`src/rtl/axi_lite_ctrl_responder.sv`:
```
// axi_lite_ctrl_responder
// AXI4-Lite slave that closes out an unused 32-bit shell control port.
// Offset 0x00 holds a read-only ID word. Offsets 0x04..0x3C are fifteen
// read/write scratch words. Any address with bits [31:6] nonzero gets DECERR,
// and every DECERR is added to a saturating 16-bit counter.
//
// Handshake rule: a transfer happens on a rising edge where valid and ready
// are both 1. Once valid is raised, the source holds it and its payload until
// that edge. Every ready here comes from a register, and every response
// output is registered, so no input reaches an output in the same cycle.
//
// dbg_state = {write_state, read_state, aw_captured, w_captured}.
module axi_lite_ctrl_responder #(
  parameter logic [31:0] ID_VALUE = 32'hF1E5_0001,
  parameter int unsigned FREQ_HZ  = 175000000
) (
  input  logic        clock,
  input  logic        reset,
  input  logic [31:0] S_AXI_CTRL_0_awaddr,
  input  logic        S_AXI_CTRL_0_awvalid,
  output logic        S_AXI_CTRL_0_awready,
  input  logic [31:0] S_AXI_CTRL_0_wdata,
  input  logic        S_AXI_CTRL_0_wvalid,
  output logic        S_AXI_CTRL_0_wready,
  output logic [1:0]  S_AXI_CTRL_0_bresp,
  output logic        S_AXI_CTRL_0_bvalid,
  input  logic        S_AXI_CTRL_0_bready,
  input  logic [31:0] S_AXI_CTRL_0_araddr,
  input  logic        S_AXI_CTRL_0_arvalid,
  output logic        S_AXI_CTRL_0_arready,
  output logic [31:0] S_AXI_CTRL_0_rdata,
  output logic [1:0]  S_AXI_CTRL_0_rresp,
  output logic        S_AXI_CTRL_0_rvalid,
  input  logic        S_AXI_CTRL_0_rready,
  output logic [15:0] decerr_count,
  output logic [3:0]  dbg_state
);

  localparam logic [1:0] RESP_OKAY   = 2'b00;
  localparam logic [1:0] RESP_DECERR = 2'b11;

  // The clock frequency is only carried along for the interface annotation.
  localparam int unsigned unused_freq_hz = FREQ_HZ;

  typedef enum logic { W_IDLE = 1'b0, W_RESP = 1'b1 } w_state_t;
  typedef enum logic { R_IDLE = 1'b0, R_RESP = 1'b1 } r_state_t;

  // ---------------------------------------------------------------------------
  // Register file. Entry 0 is never written, because the ID word is a constant.
  // ---------------------------------------------------------------------------
  logic [31:0] r_scratch [16];

  // ---------------------------------------------------------------------------
  // Write path
  // ---------------------------------------------------------------------------
  w_state_t    r_wstate;
  w_state_t    w_wstate_nxt;
  logic        r_aw_got;
  logic        r_w_got;
  logic [31:2] r_awaddr;
  logic [31:0] r_wdata;
  logic [1:0]  r_bresp;

  logic        w_aw_hs;
  logic        w_w_hs;
  logic        w_have_aw;
  logic        w_have_w;
  logic        w_wr_commit;
  logic [31:2] w_wr_addr;
  logic [31:0] w_wr_data;
  logic        w_wr_mapped;
  logic [3:0]  w_wr_idx;

  assign S_AXI_CTRL_0_awready = (r_wstate == W_IDLE) && !r_aw_got;
  assign S_AXI_CTRL_0_wready  = (r_wstate == W_IDLE) && !r_w_got;
  assign S_AXI_CTRL_0_bvalid  = (r_wstate == W_RESP);
  assign S_AXI_CTRL_0_bresp   = r_bresp;

  assign w_aw_hs   = S_AXI_CTRL_0_awvalid && S_AXI_CTRL_0_awready;
  assign w_w_hs    = S_AXI_CTRL_0_wvalid  && S_AXI_CTRL_0_wready;
  assign w_have_aw = r_aw_got || w_aw_hs;
  assign w_have_w  = r_w_got  || w_w_hs;

  // Commit happens on the edge where the second of AW and W arrives.
  // AW and W can also arrive on the same edge.
  assign w_wr_commit = (r_wstate == W_IDLE) && w_have_aw && w_have_w;
  assign w_wr_addr   = r_aw_got ? r_awaddr : S_AXI_CTRL_0_awaddr[31:2];
  assign w_wr_data   = r_w_got  ? r_wdata  : S_AXI_CTRL_0_wdata;
  assign w_wr_mapped = (w_wr_addr[31:6] == 26'd0);
  assign w_wr_idx    = w_wr_addr[5:2];

  // Write FSM next state: go to RESP on commit, and back to IDLE on the B handshake.
  always_comb begin
    w_wstate_nxt = r_wstate;
    case (r_wstate)
      W_IDLE:  if (w_wr_commit) w_wstate_nxt = W_RESP;
      W_RESP:  if (S_AXI_CTRL_0_bready) w_wstate_nxt = W_IDLE;
      default: w_wstate_nxt = W_IDLE;
    endcase
  end

  // Write FSM state register.
  always_ff @(posedge clock) begin
    if (reset) r_wstate <= W_IDLE;
    else       r_wstate <= w_wstate_nxt;
  end

  // Hold whichever of AW/W arrives first until its partner arrives.
  // Reset discards anything half captured.
  always_ff @(posedge clock) begin
    if (reset) begin
      r_aw_got <= 1'b0;
      r_w_got  <= 1'b0;
      r_awaddr <= '0;
      r_wdata  <= '0;
    end else if (w_wr_commit) begin
      r_aw_got <= 1'b0;
      r_w_got  <= 1'b0;
    end else begin
      if (w_aw_hs) begin
        r_aw_got <= 1'b1;
        r_awaddr <= S_AXI_CTRL_0_awaddr[31:2];
      end
      if (w_w_hs) begin
        r_w_got <= 1'b1;
        r_wdata <= S_AXI_CTRL_0_wdata;
      end
    end
  end

  // Write response is registered at commit and held until the B handshake.
  always_ff @(posedge clock) begin
    if (reset)            r_bresp <= RESP_OKAY;
    else if (w_wr_commit) r_bresp <= w_wr_mapped ? RESP_OKAY : RESP_DECERR;
  end

  // Scratch update. ID writes and unmapped writes leave the file untouched.
  always_ff @(posedge clock) begin
    if (reset) begin
      for (int i = 0; i < 16; i++) r_scratch[i] <= '0;
    end else if (w_wr_commit && w_wr_mapped && (w_wr_idx != 4'd0)) begin
      r_scratch[w_wr_idx] <= w_wr_data;
    end
  end

  // ---------------------------------------------------------------------------
  // Read path
  // ---------------------------------------------------------------------------
  r_state_t    r_rstate;
  r_state_t    w_rstate_nxt;
  logic [31:0] r_rdata;
  logic [1:0]  r_rresp;

  logic        w_ar_hs;
  logic        w_rd_mapped;
  logic [3:0]  w_rd_idx;
  logic [31:0] w_rd_word;

  assign S_AXI_CTRL_0_arready = (r_rstate == R_IDLE);
  assign S_AXI_CTRL_0_rvalid  = (r_rstate == R_RESP);
  assign S_AXI_CTRL_0_rdata   = r_rdata;
  assign S_AXI_CTRL_0_rresp   = r_rresp;

  assign w_ar_hs     = S_AXI_CTRL_0_arvalid && S_AXI_CTRL_0_arready;
  assign w_rd_mapped = (S_AXI_CTRL_0_araddr[31:6] == 26'd0);
  assign w_rd_idx    = S_AXI_CTRL_0_araddr[5:2];

  // Read mux. It reads the current register contents, so a write that commits
  // on the same edge is not visible to this read.
  always_comb begin
    w_rd_word = 32'd0;
    if (w_rd_mapped) begin
      if (w_rd_idx == 4'd0) w_rd_word = ID_VALUE;
      else                  w_rd_word = r_scratch[w_rd_idx];
    end
  end

  // Read FSM next state: go to RESP on the AR handshake, and back to IDLE on the R handshake.
  always_comb begin
    w_rstate_nxt = r_rstate;
    case (r_rstate)
      R_IDLE:  if (w_ar_hs) w_rstate_nxt = R_RESP;
      R_RESP:  if (S_AXI_CTRL_0_rready) w_rstate_nxt = R_IDLE;
      default: w_rstate_nxt = R_IDLE;
    endcase
  end

  // Read FSM state register.
  always_ff @(posedge clock) begin
    if (reset) r_rstate <= R_IDLE;
    else       r_rstate <= w_rstate_nxt;
  end

  // Read data and response are registered at AR acceptance and held until the R handshake.
  always_ff @(posedge clock) begin
    if (reset) begin
      r_rdata <= '0;
      r_rresp <= RESP_OKAY;
    end else if (w_ar_hs) begin
      r_rdata <= w_rd_word;
      r_rresp <= w_rd_mapped ? RESP_OKAY : RESP_DECERR;
    end
  end

  // ---------------------------------------------------------------------------
  // DECERR counter. A read error and a write error on the same edge add 2.
  // The counter saturates at all ones.
  // ---------------------------------------------------------------------------
  logic [15:0] r_decerr_cnt;
  logic [1:0]  w_err_inc;
  logic [16:0] w_err_sum;

  assign w_err_inc = {1'b0, (w_wr_commit && !w_wr_mapped)} +
                     {1'b0, (w_ar_hs && !w_rd_mapped)};
  assign w_err_sum = {1'b0, r_decerr_cnt} + {15'd0, w_err_inc};

  // Saturating accumulate.
  always_ff @(posedge clock) begin
    if (reset)             r_decerr_cnt <= '0;
    else if (w_err_sum[16]) r_decerr_cnt <= 16'hFFFF;
    else                   r_decerr_cnt <= w_err_sum[15:0];
  end

  assign decerr_count = r_decerr_cnt;
  assign dbg_state    = {r_wstate, r_rstate, r_aw_got, r_w_got};

  // The byte-offset bits of both addresses are ignored.
  logic w_unused_addr_lsbs;
  assign w_unused_addr_lsbs = ^{S_AXI_CTRL_0_awaddr[1:0], S_AXI_CTRL_0_araddr[1:0]};

endmodule

```
`config.mk`:
```
export PLATFORM = sky130hd
export DESIGN_NAME = axi_lite_ctrl_responder
export DESIGN_NICKNAME = d
export VERILOG_FILES = /design/src/rtl/axi_lite_ctrl_responder.sv
export SDC_FILE = /design/constraint.sdc
export NUM_CORES = 1
export LEC_CHECK = 0
export ABC_AREA = 1
export CAP_MARGIN = 20
export CELL_PAD_IN_SITES_DETAIL_PLACEMENT = 0
export CELL_PAD_IN_SITES_GLOBAL_PLACEMENT = 2
export CORE_ASPECT_RATIO = 0.9
export CORE_UTILIZATION = 25
export DETAILED_ROUTE_END_ITERATION = 10
export HOLD_SLACK_MARGIN = 0.06
export PLACE_DENSITY = 0.61
export SLEW_MARGIN = 25
export SYNTH_ARGS = -nofsm -noshare
export SYNTH_HDL_FRONTEND = slang
export SYNTH_SLANG_ARGS = --single-unit
```
`constraint.sdc`:
```
create_clock -name clock -period 2.95 [get_ports clock]
set_input_delay 0.7375 -clock clock [delete_from_list [all_inputs] [get_ports clock]]
set_output_delay 0.7375 -clock clock [all_outputs]
set_load 0.03 [all_outputs]
```
==> impl_summary.log, run 1 <==
[metrics] largest net degree at the start of global routing: 85
[metrics] status: complete, no violations
[metrics] Req. time, crit path: 3530 ps
[metrics] starting density of the core: between 20% and 30%
[metrics] Worst Slack Setup Final: approximately 180 ps
[metrics] post-detailed-route count of antenna-violating nets: 0
[metrics] mean cell area of the mapped netlist: 9.474 um^2
[metrics] Core Area: 108100 um^2
[metrics] last weighted congestion value of the routability-driven placer: 0.7652
[metrics] final hold violations: 0
[metrics] worst slew margin relative to its limit: 47.57%
[metrics] clock buffers created by TritonCTS: 76
[metrics] GRT Total Usage: approximately 17%
[metrics] count of buffers inserted at the top-level ports: around 160
[metrics] highest signal layer in the routed design: met4
[metrics] destination of the worst register-to-register timing path: decerr_count[10]
[metrics] cell count after synthesis: 2894
[metrics] detailed-routing wirelength on met1: 44.85 mm
[metrics] CTS Root Cell: clkbuf_16
[metrics] Achievable Freq: approximately 0.36 GHz
[metrics] post-route clock period utilization: 93.77%
[metrics] reported leakage power: 13.21 nW
[metrics] worst-case reg-to-reg path depth: 17
[metrics] fraction of layout instances using a drive strength above 1: 10.69%
[metrics] reg2reg start: S_AXI_CTRL_0_bvalid
[metrics] crit path DAT: roughly 3400 ps
[metrics] Min-Delay Path Class: reg2reg
[metrics] Worst VDD drop: between 0.3 and 0.4 mV
[metrics] post-cts hold buffer count: 0
[metrics] post-synthesis register bit count: just over 600
[metrics] met3 WL post-DR: 4.421 mm
[metrics] TritonCTS clock tree: done
[metrics] average wire per cell in the routed design: roughly 20 um
[metrics] critical path's largest stage delay: 500 ps
[metrics] biggest area contributors in the synthesized netlist: edfxtp_1, nor2_1, dfxtp_1
[metrics] cell accounting for the most synthesized area: edfxtp_1
[metrics] number of levels the H-tree was split into: 3
[metrics] number of distinct library cells after synthesis: 37
[metrics] number of sinks driven by the clock tree: 621
[metrics] via count of the first global-routing pass: 20956
[metrics] max-cap viol count: 0
[metrics] critical hold path startpoint: r_awaddr[6]
[metrics] clock period minus final worst setup slack: 2766 ps
[metrics] total power after layout: 0.02254 W
[metrics] master of the slowest instance on the critical path: clkdlybuf4s50_1
[metrics] worst-path cell chain: clkdlybuf4s50_1 -> nor2_1 -> nand2_1 -> nor2_1 -> nand3_1 -> nand2_1 -> nand2_2 -> nand2_4 -> fa_2 -> inv_1 -> ha_1 -> nand3_1 -> nor3_2 -> buf_4 -> nand3_1 -> buf_4 -> nand3_1 -> nand2_1 -> inv_1
[metrics] final net count: approximately 3200
[metrics] worst setup timing slack at the placement stage: -616.4 ps
[metrics] final design instance area without fill: 34490 um^2
[metrics] worst slew pin tran: 786.5 ps
[metrics] vias per cell: 4.566
[metrics] RSZ-0062 raised after global routing: no
[metrics] standard cell area after detailed placement: 31920 um^2
[metrics] area share of the largest cell type after synthesis: 55.31%
[metrics] wirelength, routed: roughly 94 mm
[metrics] critical path startpoint category: primary input
[metrics] Die W: 351.1 um
[metrics] vertical die dimension: 316.2 um
[metrics] diodes inserted: 0
[metrics] vias after detailed routing: around 21000
[metrics] Critical Path Most Common Cell: nand3_1
[metrics] count of TritonRoute iterations in the first routing pass: 6
[metrics] summed instance area of the synthesized netlist: about 27000 um^2
[metrics] Slew Viols, Final: 0
[metrics] drt first-iter violations: 1764
[metrics] detailed-placement wirelength estimate: 58.32 mm
[metrics] Clock Tree Buf Depth: 3
[metrics] category of the worst setup path capture point: flop
[metrics] Final setup violation count: 0
[metrics] sequential fraction of the synthesis area: 63.78%
[metrics] Site Rows: 114
[metrics] Residual DRC: 0
[metrics] r2r setup slk: approximately 330 ps
[metrics] area of the die: around 110000 um^2
[metrics] CTS clk-pin slew, worst paths: 60 ps
[metrics] initial antenna violation count: 1
[metrics] cell depth of the worst hold path: 2
[metrics] maximum fanout count along the critical path: 12
[metrics] growth of design area from synthesis to finish: 25.81%
[metrics] warnings from Yosys: 0
[metrics] wire length of the first global-routing pass: 138.8 mm
[metrics] utilization of the core after routing: 31.90%
[metrics] Worst Hold Path EP: r_awaddr[6]
[metrics] worst setup path class: in2reg
[metrics] Clock Latency Late Sink: roughly 630 ps
[metrics] num ports: 164
[metrics] PwrDens: 653.5 nW/um^2
[metrics] GRT Residual Overflow: 0
[metrics] met2 routed wirelength: 43.26 mm
[metrics] Post-Route Skew: 23.83 ps
layer usage:
metal | track usage [%] | up-vias
met3 | 2.569 | 112
met5 | 0 | -
met4 | 4.287 | 0
met2 | 27.04 | 514
li1 | - | 10077
met1 | 24.07 | 10397
where the power goes:
part           switching, W  leakage [nW]  internal [W]
combinational       0.00196          5.83      0.000935
clock               0.00378          1.23       0.00580
sequential         0.000172          6.15       0.00988
total               0.00592          13.2        0.0166
worst max-delay path by stage:
stage	endpoint	slack, ps	depth (start not counted)	startpoint
2_1_floorplan	decerr_count[5]	140	14	S_AXI_CTRL_0_bvalid
4_1_cts	decerr_count[10]	40	18	r_aw_got
6_report	decerr_count[10]	180	19	S_AXI_CTRL_0_awaddr[15]
3_3_place_gp	decerr_count[15]	-610	19	S_AXI_CTRL_0_awaddr[17]
5_1_grt	decerr_count[10]	10	19	S_AXI_CTRL_0_awaddr[15]
3_5_place_dp	decerr_count[10]	-620	19	S_AXI_CTRL_0_awaddr[15]
through the flow:
stage          setup TNS, ps  std cells  hold slack (ps)
2_1_floorplan              0       2918            429.4
3_3_place_gp         -101500       4479            444.2
3_5_place_dp         -128380       4479            447.6
4_1_cts                    0       4621            457.0
5_1_grt                    0       4621            489.4
6_report                   0       4621            453.7
layout make-up:
class,instances,area [um^2]
fill,11263,73630
sequential,621,17490
multi-input combinational,1948,8686
timing repair buffer,335,3470
clock buffer,110,2202
tap,1450,1814
inverter,125,476.7
clock inverter,32,355.3
critical path, delay by kind of cell:
kind,cells,cell delay [ps]
buffers and inverters,5,990
AND/OR/NAND/NOR,12,1110
adder cells (fa/ha/maj),2,510
state kept, by name (all words and copies together) (netlist names):
register / count
r_aw_got: 1
r_wdata: 32
S_AXI_CTRL_0_rresp: 1
S_AXI_CTRL_0_rdata: 32
S_AXI_CTRL_0_bvalid: 1
r_scratch: 505
r_w_got: 1
r_awaddr: 30
decerr_count: 16
S_AXI_CTRL_0_rvalid: 1
S_AXI_CTRL_0_bresp: 1
cell usage after synthesis, drive strengths merged:
| cell | n |
|---|---|
| nor2 | 941 |
| edfxtp | 505 |
| nand2 | 337 |
| nand3 | 254 |
| o21ai | 206 |
| clkbuf | 148 |
| inv | 125 |
| dfxtp | 116 |
| buf | 76 |
| a21oi | 57 |
| o211ai | 57 |
| mux2i | 32 |
| nand4 | 13 |
| nor3 | 9 |
| xor2 | 6 |
| or2 | 2 |
| xnor2 | 2 |
| a211oi | 1 |
| a31oi | 1 |
| and2 | 1 |
| conb | 1 |
| fa | 1 |
| ha | 1 |
| nand3b | 1 |
| o21a | 1 |
cells in the final DEF (no fill, tap or decap), drive strengths merged:
cell type	instances
clkdlybuf4s50	155
a21oi	57
nand2	337
nor3	9
conb	25
and2	1
o211ai	57
a211oi	1
nand4	13
or2	2
edfxtp	505
clkbuf	111
dfxtp	116
ha	1
fa	1
o21a	1
nand3	254
bufinv	7
xnor2	2
xor2	6
mux2i	32
clkinvlp	4
o21ai	206
nand3b	1
buf	179
nor2	941
inv	129
clkinv	17
a31oi	1
logic make-up after synthesis:
group | after synthesis | synth area share, %
compound gates | 323 | 6.439
other cells | 1 | 0.01368
fa+ha+maj | 2 | 0.1186
simple gates | 1558 | 23.13
flops | 621 | 63.78
buf+inv | 349 | 5.097
mux | 32 | 1.168
xor+xnor | 8 | 0.2556
repair_timing:
action                     4_1_cts  5_1_grt
setup buffers                    0        0
resized for setup                0        6
setup endpoints to repair        0       16
(Power assumes the default switching activity.)
==> run 2: changes to the inputs <==
GPL_ROUTABILITY_DRIVEN = 0   (was default)
==> results of run 2 <==
The final DEF is identical to that of run 1; final timing and power are the same.
==> run 3: changes to the inputs <==
PLACE_DENSITY = 0.59   (was 0.61)
clock period = 3.1 ns   (was 2.95 ns; I/O delays follow)
==> impl_summary.log, run 3 (synthesis results as in run 1) <==
[metrics] combined area of the multi-input logic cells: 8681 um^2 (about the same)
[metrics] max-cap viol count: 0 (unchanged)
[metrics] Post-Route Skew: 25.95 ps (+2.115 ps)
[metrics] worst slew pin tran: 843.0 ps (+56.50 ps)
[metrics] number of levels the H-tree was split into: 3 (unchanged)
[metrics] growth of design area from synthesis to finish: 25.24%
[metrics] reported leakage power: 13.15 nW (-0.47%)
[metrics] Die W: 351.1 um (unchanged)
[metrics] Residual DRC: 0 (unchanged)
[metrics] utilization of the core after routing: 31.76% (-0.14 points)
[metrics] number of sinks driven by the clock tree: 621 (unchanged)
[metrics] area used by sequential logic in the layout: 17490 um^2 (unchanged)
[metrics] worst-path cell chain: clkdlybuf4s50_1 -> inv_1 -> nor3_2 -> nor2_1 -> nor2_4 -> nand2_4 -> fa_1 -> inv_1 -> ha_1 -> nand3_1 -> nor3_2 -> buf_4 -> nand2_1 -> buf_4 -> o21ai_0 -> a31oi_1
[metrics] count of buffers inserted at the top-level ports: 159 (unchanged)
[metrics] starting density of the core: 25.36% (unchanged)
[metrics] Net Switching: 0.005556 W (-6.2%)
[metrics] destination of the worst register-to-register timing path: decerr_count[14]
[metrics] diodes inserted: 0 (unchanged)
[metrics] status: complete, no violations
[metrics] Achievable Freq: 0.3488 GHz
[metrics] drt first-iter violations: 1567 (-11%)
[metrics] PwrDens: 615.1 nW/um^2 (-5.9%)
[metrics] most used cells in the layout excluding fill and tap cells: nor2_1, edfxtp_1, nand2_1
[metrics] Post-CTS Setup Bufs: 0 (unchanged)
[metrics] Min-Delay Path Class: reg2reg
[metrics] standard cell area after detailed placement: 31900 um^2 (about the same)
[metrics] clock buffers created by TritonCTS: 76 (unchanged)
[metrics] initial antenna violation count: 3 (+2)
[metrics] Final setup violation count: 0 (unchanged)
[metrics] internal power: 0.01556 W (-6.3%)
[metrics] vias per cell: 4.521 (-0.98%)
[metrics] combinational share of power: 13.1% (+0.2 points)
[metrics] number of flip-flops in the largest register: 505 (unchanged)
[metrics] critical path startpoint category: primary input
[metrics] Fillers: 11268 (+0.044%)
[metrics] area of the die: 111000 um^2 (unchanged)
[metrics] largest delay contributor family on the critical path: buffers and inverters
[metrics] post-detailed-route count of antenna-violating nets: 0 (unchanged)
[metrics] Worst Hold Path EP: r_awaddr[6]
[metrics] via count of the first global-routing pass: 20651 (-1.5%)
[metrics] CTS clk-pin slew, worst paths: 50 ps (about the same)
[metrics] largest net degree at the start of global routing: 81 (-4.7%)
[metrics] worst-case reg-to-reg path depth: 16 (-1)
[metrics] maximum fanout count along the critical path: 3 (-9)
[metrics] register with the most flip-flops: r_scratch
[metrics] master of the slowest instance on the critical path: clkdlybuf4s50_1
[metrics] Clock Latency Late Sink: 630 ps (about the same)
[metrics] Clock Tree Buf Depth: 3 (unchanged)
[metrics] Setup TNS: 0 ps (unchanged)
[metrics] Req. time, crit path: 3580 ps (+50 ps)
[metrics] category of the worst setup path capture point: flop
[metrics] Worst VDD drop: 0.3890 mV (+1.7%)
[metrics] post-route clock period utilization: 92.47%
[metrics] Worst Slack Setup Final: 233.4 ps (+49.74 ps)
[metrics] wirelength, routed: 90.62 mm (-4.0%)
[metrics] wire length of the first global-routing pass: 135.4 mm (-2.5%)
[metrics] hold_ws: 452.1 ps (-1.590 ps)
[metrics] num ports: 164 (unchanged)
[metrics] detailed-placement wirelength estimate: 57.22 mm (-1.9%)
[metrics] fraction of layout instances using a drive strength above 1: 10.27% (-0.42 points)
[metrics] reg2reg start: S_AXI_CTRL_0_bvalid
[metrics] critical path's largest stage delay: 470 ps (-30 ps)
[metrics] switching share of power: 26.31% (+0.038 points)
[metrics] clock period minus final worst setup slack: around 2900 ps
[metrics] Slew Viols, Final: 0 (unchanged)
[metrics] Core Area: 108100 um^2 (unchanged)
[metrics] final hold violations: 0 (unchanged)
[metrics] crit path DAT: 3350 ps (about the same)
[metrics] CTS Root Cell: clkbuf_16
[metrics] Site Rows: 114 (unchanged)
[metrics] r2r setup slk: 380 ps (+50 ps)
[metrics] GRT Residual Overflow: 0 (unchanged)
[metrics] count of TritonRoute iterations in the first routing pass: 5 (-1)
[metrics] sequential fraction of design power: 45.3% (+0.7 points)
[metrics] GRT Total Usage: 16.40% (-0.58 points)
[metrics] worst slew margin relative to its limit: 43.74% (-3.8 points)
[metrics] cell depth of the worst hold path: 2 (unchanged)
[metrics] TritonCTS clock tree: done
[metrics] average wire per cell in the routed design: 19.68 um (-3.7%)
[metrics] worst setup timing slack at the placement stage: -653.6 ps (-37.20 ps)
[metrics] critical hold path startpoint: r_awaddr[6]
[metrics] number of buffer and inverter instances along the worst setup path: 5 (unchanged)
[metrics] vias after detailed routing: 20820 (-1.3%)
[metrics] worst setup path class: in2reg
[metrics] final net count: 3205 (-0.22%)
[metrics] vertical die dimension: 316.2 um (unchanged)
[metrics] clock group share of total power: 41.6% (-0.9 points)
[metrics] final design instance area without fill: 34340 um^2 (-0.45%)
[metrics] commonest non-fill, non-tap cell in the layout: nor2_1
[metrics] RSZ-0062 raised after global routing: no
run 3: worst reg2reg max path: cells and delay by family (launching register included):
kind | cells | cell delay [ps]
simple gates | 9 | 1000
fa+ha+maj | 2 | 590
flops | 1 | 390
buf+inv | 3 | 380
compound gates | 2 | 230
run 3: power by group through the flow:
stage / sequential [W] / clock (W) / combinational, W
final: 0.00956 / 0.00880 / 0.00276
after global routing: 0.00961 / 0.00937 / 0.00304
after CTS: 0.00956 / 0.00906 / 0.00279
after detailed placement: 0.00974 / 0 / 0.00278
after global placement: 0.00972 / 0 / 0.00277
after floorplan: 0.00973 / 0 / 0.00144
run 3: worst max-delay path by stage:
stage / startpoint / endpoint / depth (start not counted) / slack, ps
global placement: S_AXI_CTRL_0_awaddr[17] / decerr_count[14] / 18 / -590
detailed placement: S_AXI_CTRL_0_awaddr[17] / decerr_count[14] / 18 / -650
finish: S_AXI_CTRL_0_awvalid / decerr_count[14] / 16 / 230
CTS: r_aw_got / decerr_count[14] / 16 / 20
floorplan: S_AXI_CTRL_0_awaddr[25] / r_scratch[7][0] / 10 / 20
global route: S_AXI_CTRL_0_awaddr[18] / decerr_count[14] / 18 / 20
run 3: final cells by class:
class                           instances  share of cell area, %
Inverter                              125                  1.388
Timing Repair Buffer                  328                  10.08
Sequential cell                       621                  50.93
Clock inverter                         22                 0.6887
Tap cell                             1450                  5.283
Clock buffer                          111                  6.344
Multi-Input combinational cell       1948                  25.28
run 3: what timing repair did:
action | CTS | global route
resized for setup | 0 | 7
hold buffers | 0 | 0
setup endpoints to repair | 0 | 17
run 3: metrics by stage:
stage / cells / total power [W]
2_1_floorplan: 2918 / 0.01117
3_3_place_gp: 4472 / 0.01249
3_5_place_dp: 4472 / 0.01252
4_1_cts: 4605 / 0.02142
5_1_grt: 4605 / 0.02202
6_report: 4605 / 0.02112
run 3: routing by layer:
layer / track usage (%) / wire length [um] / vias to the layer above
met3: 3.226 / 5333 / 114
li1: - / - / 10038
met1: 23.40 / 43160 / 10123
met4: 3.960 / 1786 / 2
met2: 25.43 / 40330 / 543
met5: 0 / 7 / -
